<file path="src/rtl/pool_kxk_stream_pkg.sv">
// Shared constants and helpers for the K x K streaming pooling stage.
package pool_kxk_stream_pkg;
  localparam logic POOL_MODE_MAX = 1'b0;
  localparam logic POOL_MODE_AVG = 1'b1;

  // Counter/address width: ceil(log2(n)), never narrower than one bit.
  function automatic int pool_clog2(input int n);
    int w;
    w = 1;
    while ((1 << w) < n) w++;
    return w;
  endfunction
endpackage

</file>
<file path="src/rtl/pool_row_buf.sv">
// One accumulator per output column of the current window row; combinational read, synchronous write.
module pool_row_buf #(
  parameter int DEPTH = 6,
  parameter int ACC_W = 18,
  parameter int AW    = 3
) (
  input  logic                    clk,
  input  logic                    i_we,
  input  logic [AW-1:0]           i_addr,
  input  logic signed [ACC_W-1:0] i_wdata,
  output logic signed [ACC_W-1:0] o_rdata
);
  logic signed [ACC_W-1:0] r_mem [DEPTH];

  always_ff @(posedge clk) begin
    if (i_we) r_mem[i_addr] <= i_wdata;
  end

  assign o_rdata = r_mem[i_addr];
endmodule

</file>
<file path="src/rtl/pool_kxk_stream.sv">
// Handshaked K x K non-overlapping max/average pooling over a raster-ordered multi-channel stream.
module pool_kxk_stream
  import pool_kxk_stream_pkg::*;
#(
  parameter int DATA_WIDTH = 16,
  parameter int IN_WIDTH   = 12,
  parameter int IN_HEIGHT  = 12,
  parameter int NUM_CH     = 6,
  parameter int POOL_K     = 2,
  parameter int K_LOG2     = 1
) (
  input  logic                  clk,
  input  logic                  reset,
  input  logic                  mode,
  input  logic                  in_valid,
  output logic                  in_ready,
  input  logic [DATA_WIDTH-1:0] in_data,
  input  logic                  in_last,
  output logic                  out_valid,
  input  logic                  out_ready,
  output logic [DATA_WIDTH-1:0] out_data,
  output logic                  frame_done,
  output logic                  err_frame
);
  localparam int OUT_W = IN_WIDTH / POOL_K;
  localparam int OUT_H = IN_HEIGHT / POOL_K;
  localparam int ACC_W = DATA_WIDTH + 2 * K_LOG2;
  localparam int CW    = pool_clog2(IN_WIDTH);
  localparam int RW    = pool_clog2(IN_HEIGHT);
  localparam int HW    = pool_clog2(NUM_CH);
  localparam int AW    = pool_clog2(OUT_W);

  // Arithmetic shift floors toward -inf, matching the divide-by-K^2 definition.
  function automatic logic signed [DATA_WIDTH-1:0] avg_floor(input logic signed [ACC_W-1:0] sum);
    return DATA_WIDTH'(sum >>> (2 * K_LOG2));
  endfunction

  function automatic logic signed [ACC_W-1:0] smax(input logic signed [ACC_W-1:0] a,
                                                   input logic signed [ACC_W-1:0] b);
    return (a > b) ? a : b;
  endfunction

  logic [CW-1:0]                r_col;
  logic [RW-1:0]                r_row;
  logic [HW-1:0]                r_ch;
  logic                         r_mode_q;
  logic                         r_vld_p1;
  logic                         r_lastwin_p1;
  logic                         r_err_p1;
  logic signed [DATA_WIDTH-1:0] r_data_p1;

  logic                         w_in_hs, w_out_hs;
  logic                         w_last_col, w_last_row, w_last_ch, w_final_pos, w_frame_start;
  logic [CW-1:0]                w_oc_full;
  logic [RW-1:0]                w_orow;
  logic [K_LOG2-1:0]            w_kx, w_ky;
  logic                         w_in_win, w_first_px, w_final_px, w_buf_we, w_load, w_lastwin;
  logic signed [ACC_W-1:0]      w_px_ext, w_buf_rd, w_acc_max, w_acc_sum, w_buf_wd;
  logic signed [DATA_WIDTH-1:0] w_result;

  assign in_ready      = !r_vld_p1 || out_ready;
  assign w_in_hs       = in_valid && in_ready;
  assign w_out_hs      = r_vld_p1 && out_ready;

  assign w_last_col    = (r_col == CW'(IN_WIDTH - 1));
  assign w_last_row    = (r_row == RW'(IN_HEIGHT - 1));
  assign w_last_ch     = (r_ch == HW'(NUM_CH - 1));
  assign w_final_pos   = w_last_col && w_last_row && w_last_ch;
  assign w_frame_start = (r_col == '0) && (r_row == '0) && (r_ch == '0);

  assign w_kx          = r_col[K_LOG2-1:0];
  assign w_ky          = r_row[K_LOG2-1:0];
  assign w_oc_full     = r_col >> K_LOG2;
  assign w_orow        = r_row >> K_LOG2;
  // Trailing columns/rows that cannot fill a whole window are accepted but ignored.
  assign w_in_win      = (w_oc_full < CW'(OUT_W)) && (w_orow < RW'(OUT_H));
  assign w_first_px    = (w_kx == '0) && (w_ky == '0);
  assign w_final_px    = (w_kx == '1) && (w_ky == '1);
  assign w_lastwin     = (w_oc_full == CW'(OUT_W - 1)) && (w_orow == RW'(OUT_H - 1)) && w_last_ch;

  assign w_px_ext  = {{(ACC_W - DATA_WIDTH){in_data[DATA_WIDTH-1]}}, in_data};
  assign w_acc_max = smax(w_buf_rd, w_px_ext);
  assign w_acc_sum = w_buf_rd + w_px_ext;
  assign w_buf_wd  = w_first_px ? w_px_ext :
                     (r_mode_q == POOL_MODE_AVG) ? w_acc_sum : w_acc_max;
  assign w_buf_we  = w_in_hs && w_in_win && !w_final_px;
  assign w_load    = w_in_hs && w_in_win && w_final_px;
  assign w_result  = (r_mode_q == POOL_MODE_MAX) ? w_acc_max[DATA_WIDTH-1:0] : avg_floor(w_acc_sum);

  pool_row_buf #(
    .DEPTH (OUT_W),
    .ACC_W (ACC_W),
    .AW    (AW)
  ) u_row_buf (
    .clk     (clk),
    .i_we    (w_buf_we),
    .i_addr  (w_oc_full[AW-1:0]),
    .i_wdata (w_buf_wd),
    .o_rdata (w_buf_rd)
  );

  // Any in_last, legal or not, realigns the position counters to a fresh frame.
  always_ff @(posedge clk or posedge reset) begin
    if (reset) begin
      r_col    <= '0;
      r_row    <= '0;
      r_ch     <= '0;
      r_mode_q <= POOL_MODE_MAX;
      r_err_p1 <= 1'b0;
    end else begin
      r_err_p1 <= w_in_hs && (in_last != w_final_pos);
      if (w_in_hs && w_frame_start) r_mode_q <= mode;
      if (w_in_hs) begin
        if (in_last || w_final_pos) begin
          r_col <= '0;
          r_row <= '0;
          r_ch  <= '0;
        end else if (!w_last_col) begin
          r_col <= r_col + 1'b1;
        end else begin
          r_col <= '0;
          if (!w_last_row) begin
            r_row <= r_row + 1'b1;
          end else begin
            r_row <= '0;
            r_ch  <= r_ch + 1'b1;
          end
        end
      end
    end
  end

  // ---- stage p1: output register, loads while the previous result drains ----
  always_ff @(posedge clk or posedge reset) begin
    if (reset) begin
      r_vld_p1     <= 1'b0;
      r_data_p1    <= '0;
      r_lastwin_p1 <= 1'b0;
    end else if (w_load) begin
      r_vld_p1     <= 1'b1;
      r_data_p1    <= w_result;
      r_lastwin_p1 <= w_lastwin;
    end else if (w_out_hs) begin
      r_vld_p1     <= 1'b0;
    end
  end

  assign out_valid  = r_vld_p1;
  assign out_data   = r_data_p1;
  assign frame_done = w_out_hs && r_lastwin_p1;
  assign err_frame  = r_err_p1;
endmodule

</file>
<file path="config.mk">
export PLATFORM = sky130hd
export DESIGN_NAME = pool_kxk_stream
export DESIGN_NICKNAME = d
export VERILOG_FILES = /design/src/rtl/pool_kxk_stream_pkg.sv /design/src/rtl/pool_row_buf.sv /design/src/rtl/pool_kxk_stream.sv
export SDC_FILE = /design/constraint.sdc
export NUM_CORES = 1
export LEC_CHECK = 0
export ABC_AREA = 1
export ABC_CLOCK_PERIOD_IN_PS = 3650
export BUFFER_PORTS_ARGS = -buffer_cell sky130_fd_sc_hd__buf_2
export CORE_ASPECT_RATIO = 1.2
export CORE_MARGIN = 2
export CORE_UTILIZATION = 32
export CTS_CLUSTER_SIZE = 8
export DETAILED_ROUTE_END_ITERATION = 16
export PLACE_DENSITY_LB_ADDON = 0.12
export SETUP_SLACK_MARGIN = 0.02
export SYNTH_ARGS = -nofsm -noshare
export SYNTH_HDL_FRONTEND = slang
export SYNTH_HIERARCHICAL = 1
export SYNTH_SLANG_ARGS = --single-unit
</file>
<file path="constraint.sdc">
create_clock -name clk -period 3.65 [get_ports clk]
set_input_delay 0.73 -clock clk [delete_from_list [all_inputs] [get_ports clk]]
set_output_delay 0.73 -clock clk [all_outputs]
set_load 0.005 [all_outputs]
</file>
# Word level (Yosys, flattened, before mapping)
# Memories as Yosys holds them, arrays and structs flattened.
# Index checks and enable logic that the tools add are counted.
# classes
muxes	16
eq_ne	6
n_lt_le_gt_ge	3
n_reduce_logical	29
n_addsub	4
bitwise_logic	2
# op_table
operator	count
$mux W18	3
$mux W4	5
$add A18 B16 Y18	1
$gt A18 B16 Y1	1
$logic_and A1 B1 Y1	17
$mux W16	1
$eq A3 B3 Y1 const B	3
$mux W3	3
$add A4 B1 Y4 const B	2
$eq A4 B4 Y1 const B	2
$logic_not A4 Y1	2
$lt A3 B3 Y1 const B	2
$reduce_bool A2 Y1	3
$mux W1	4
$add A3 B1 Y3 const B	1
$logic_not A3 Y1	1
$reduce_and A3 Y1	1
$logic_not A1 Y1	2
$logic_or A1 B1 Y1	2
$not A1 Y1	2
$reduce_and A2 Y1	1
$ne A1 B1 Y1	1
# word_totals
register_bits	31
output_inout_bits	20
memories	1
input_bits	22
mem_bits_rw	108
wordCells	69
# mem_list
name	depth	width	read_ports	rd_clocked_by_memory_dff	wr	line	source
u_row_buf.r_mem	6	18	1	0	1	pool_row_buf.sv:13	logic signed [ACC_W-1:0] r_mem [DEPTH];

# Logic depth before layout (Yosys ltp)
# depth
ltp_word	7
ltp_mapped	22
depth_no_buf	21

# Hierarchy
# Netlist, hierarchy kept.
# modules_own_cells
module	cells_per_inst	area_per_inst_um2	instances	seq_area_each_um2
pool_row_buf	425	4593.2	1	3243.1
pool_kxk_stream	591	3708.6	1	775.7

# Worst setup path before layout
# Ideal clock, no wire load.
# synth_timing
path_kind	register to register
startpoint	reg r_col[1]
endpoint	mem u_row_buf.r_mem[0][4] (data pin)
required_ns	3.376
path_buffers	4
period_less_slack_ns	2.867
stages_incl_launch_ff	20
slack_ns	0.783
setup_time_ns	0.274
arrival_time_ns	2.592
path_cell_list	dfrtp_1 > buf_2 > buf_4 > nand2_1 > nand3_1 > nand3_1 > ha_1 > buf_2 > nand2_1 > inv_1 > nand3_1 > nor2_2 > nand2_2 > nand3_2 > clkbuf_4 > nand4_1 > nand3_2 > nand2_1 > nand2_1 > nand2_1
# synth_via
elab_chain_len	5
elab_cells_between_ends	6
cone_classes	add/sub (1); order compare (1); mux (3); memory (1)
# synth_rtl
item	line	source
start: declaration	pool_kxk_stream.sv:43	logic [CW-1:0] r_col;
start signal: assignment	pool_kxk_stream.sv:119	r_col <= r_col + 1'b1;
$mem_v2 Z6 W18	--	
named net w_buf_rd[13]	pool_kxk_stream.sv:58	logic signed [ACC_W-1:0] w_px_ext, w_buf_rd, w_acc_max, w_acc_sum, w_buf_wd;
$gt A18 B16 Y1	pool_kxk_stream.sv:40	return (a > b) ? a : b;
$mux W18	pool_kxk_stream.sv:40	
$mux W18	pool_kxk_stream.sv:85	(r_mode_q == POOL_MODE_AVG) ? w_acc_sum : w_acc_max;
$mux W18	pool_kxk_stream.sv:84	assign w_buf_wd = w_first_px ? w_px_ext :
named net w_buf_wd[4]	pool_kxk_stream.sv:58	
end: declaration	pool_row_buf.sv:13	
# The timed path passes the listed nets, and every way through them passes these cells.

# Worst setup path in the final report
# layout_timing
startpoint	reg r_col[1]
endpoint	mem u_row_buf.r_mem[3][6] (data pin)
# Same word-level chain as after synthesis.

==> results.sh <==
export IMPL_worst_slew_pin_slew_ns=0.740
export IMPL_finalHoldViolCount=0
export IMPL_fin_skew_ns=0.0107
export IMPL_synthAdderAreaFrac_pct=6.72
export IMPL_cts_sinks=139
export IMPL_coreArea_sq_um=25500
export IMPL_muxShareOfSynthArea_pct=0.136
export IMPL_period_needed_ns=3.41
export IMPL_final_setup_tns_ns=0
export IMPL_synth_top_family_by_area="simple AND/OR/NAND/NOR gates"
export IMPL_post_dp_hpwl_mm=17.0
export IMPL_first_pass_iters=5
export IMPL_critPathLaunchType="register"
export IMPL_antenna_found_initial=0
export IMPL_layout_drive_gt1_share_pct=14.0
export IMPL_pre_cts_ws_ns=0.131
export IMPL_vias=6741
export IMPL_drt_wirelength_per_cell_um=16.2
export IMPL_drv_cap=0
export IMPL_p_clk_share_pct=22.2
export IMPL_antenna_left=0
export IMPL_clock_latency_ns=0.43
export IMPL_place_congestion=0.887
export IMPL_path_clk_slew_ns=0.07
export IMPL_critPathArrivalTime_ns=3.62
export IMPL_h_tree_depth=4
export IMPL_synth_cell_type_count=43
export IMPL_drtIter0Drc=404
export IMPL_status="finished, final reports clean"
export IMPL_final_common_cell="nand2_1"
export IMPL_fmax_mhz=293
export IMPL_numCtsBuffers=17
export IMPL_p_sw_share_pct=42.4
export IMPL_synth_xor_area_share_pct=0.422
export IMPL_setup_viol=0
export IMPL_ys_flop_type="edfxtp_1"
export IMPL_grt_pass1_vias=6980
export IMPL_cts_root_buf="clkbuf_16"
export IMPL_path_class="register to register"
export IMPL_grt_pass1_wl_mm=37.3
export IMPL_rr_endpoint="u_row_buf/r_mem[3][6]"
export IMPL_async_flop_share_pct=22.3
export IMPL_synth_edf_count=108
export IMPL_leakagePower_nw=4.75
export IMPL_rsz0062_at_grt="yes"
export IMPL_report_final_slew_viol_count=0
export IMPL_syn_area_sq_um=8300
export IMPL_worstPathMaxFanout=24
export IMPL_postCtsHoldBufs=0
export IMPL_cts_tree="built"
export IMPL_hold_path_class="input pin to async pin"
export IMPL_ff2ff_path_depth=20
export IMPL_switching_power_mw=3.07
export IMPL_syn_nets=1082
export IMPL_portBuffers=41
export IMPL_grt_usage_pct=18.1
export IMPL_synth_warnings=6
export IMPL_placed_cells=1400
export IMPL_fp_row_count=64
export IMPL_grt_max_degree=56
export IMPL_synth_seq_area_share_pct=48.4
export IMPL_synth_seq_cells=139
export IMPL_required_ns=3.86
export IMPL_r2r_setup_slack_ns=0.24
export IMPL_final_cell_mix="294 x nand2_1, 202 x inv_1, 108 x edfxtp_1"
export IMPL_die_h_um=180
export IMPL_grt_overflow_total=0
export IMPL_powerDensity_nw_per_um2=744
export IMPL_fin_cells=1435
export IMPL_initial_utilization_pct=32.6
export IMPL_synth_compound_area_share_pct=5.14
export IMPL_timing_final_crit_share_pct=93.4
export IMPL_yosys_area_share_simple_pct=27.6
export IMPL_die_w_um=151
export IMPL_ios=42
export IMPL_pwr_share_seq_pct=31.2
export IMPL_rr_startpoint="r_col[1]"
export IMPL_wirelength_mm=23.2
export IMPL_syn_area_per_cell_sq_um=8.17
export IMPL_comb_power_share_pct=46.6
export IMPL_relSlewSlack_pct=50.6
export IMPL_synthesis_instances=1016
export IMPL_finalWorstSetupSlack_ns=0.242
export IMPL_ir_drop_mv=0.368
export IMPL_n_antenna_cell=0
export IMPL_n_fill_cell=2690
export IMPL_die_area_sq_um=27300
export IMPL_internal_power_mw=4.16
export IMPL_endpoint_kind="register"
export IMPL_syn_to_final_growth_pct=17.1
export IMPL_drc=0
export IMPL_via_per_inst=4.70
export IMPL_fin_nets=1158
export IMPL_startpoint="r_col[1]"
export IMPL_clock_path_buffers=2
layer usage:
metal | share of wire (%) | GRT usage, % | vias to the layer above
met5 | 0 | 0 | -
met3 | 3.2 | 2.73 | 35
met4 | 2.8 | 6.99 | 0
met1 | 45 | 22.9 | 3163
met2 | 49 | 30.7 | 136
li1 | - | - | 3407
stage by stage:
stage | area (sq um) | power [mW] | hold WS [ns] | utilization [%]
2_1_floorplan | 8300 | 4.41 | 0.446 | -
3_3_place_gp | 9140 | 5.63 | 0.462 | 35.9
3_5_place_dp | 9140 | 5.62 | 0.464 | 35.9
4_1_cts | 9680 | 7.25 | 0.434 | 38.0
5_1_grt | 9720 | 7.79 | 0.464 | 38.2
6_report | 9720 | 7.23 | 0.419 | 38.2
state kept, by name (all words and copies together) (netlist names):
register / count
u_row_buf/r_mem: 108
out_data: 16
r_col: 4
r_row: 4
r_ch: 3
err_frame: 1
out_valid: 1
r_lastwin_p1: 1
r_mode_q: 1
cells by family after synthesis:
group,after synthesis
multiplexers,1
flip-flops,139
buffers and inverters,235
AO/OA/AOI/OAI,78
adder cells (fa/ha/maj),44
XOR/XNOR,4
AND/OR/NAND/NOR,515
synth_stat cells, types with 9 or more instances:
library cell  number  area [sq um]
nand2_1          294          1100
inv_1            202           758
edfxtp_1         108          3240
nand3_1          106           531
nor2_1            57           214
ha_1              43           538
a21oi_1           36           180
dfrtp_1           31           776
o21ai_0           28           140
nand4_1           25           156
buf_2             12          60.1
nand2_2           10          62.6
nand3_2            9          90.1
final cells by class:
class / instances / area (sq um) / share of cell area, %
clock buffer: 17 / 425 / 4.38
sequential: 139 / 4020 / 41.4
inverter: 206 / 773 / 7.95
tap: 330 / 413 / 4.25
clock inverter: 15 / 114 / 1.17
multi-input combinational: 642 / 3350 / 34.5
timing repair buffer: 86 / 622 / 6.40
critical path, cell delays in order, from the launching register on:
cell     delay, ns
dfrtp_2       0.44
inv_2         0.13
buf_12        0.18
nand2_1       0.06
nand3_1       0.08
nand3_1       0.18
ha_1          0.38
nand2_1       0.07
inv_1         0.03
o21ai_0       0.15
nand2_1       0.09
nor2_2        0.20
nand2_1       0.09
nand2_2       0.15
nand3_4       0.19
buf_4         0.21
nand2_2       0.05
nand3_2       0.07
nand2_1       0.08
nand2_1       0.05
nand2_1       0.28
what timing repair did:
item	4_1_cts	5_1_grt
setup endpoints to repair	0	84
gates resized for setup	0	8
buffers inserted	0	3
how the worst max path moves through the flow:
stage / slack (ns) / cells past startpoint / end
CTS: 0.10 / 17 / u_row_buf/r_mem[0][1]
global route: 0.01 / 20 / u_row_buf/r_mem[4][5]
detailed placement: 0.13 / 17 / u_row_buf/r_mem[5][1]
finish: 0.24 / 20 / u_row_buf/r_mem[3][6]
global placement: 0.21 / 17 / u_row_buf/r_mem[4][1]
floorplan: 0.78 / 19 / u_row_buf/r_mem[0][4]
power by group through the flow:
stage               combinational (mW)  sequential (mW)  clock, mW
floorplan                         2.15             2.26          0
global placement                  3.34             2.29          0
detailed placement                3.32             2.29          0
CTS                               3.35             2.26       1.65
global route                      3.79             2.29       1.71
finish                            3.37             2.26       1.60
(Power assumes the default switching activity.)
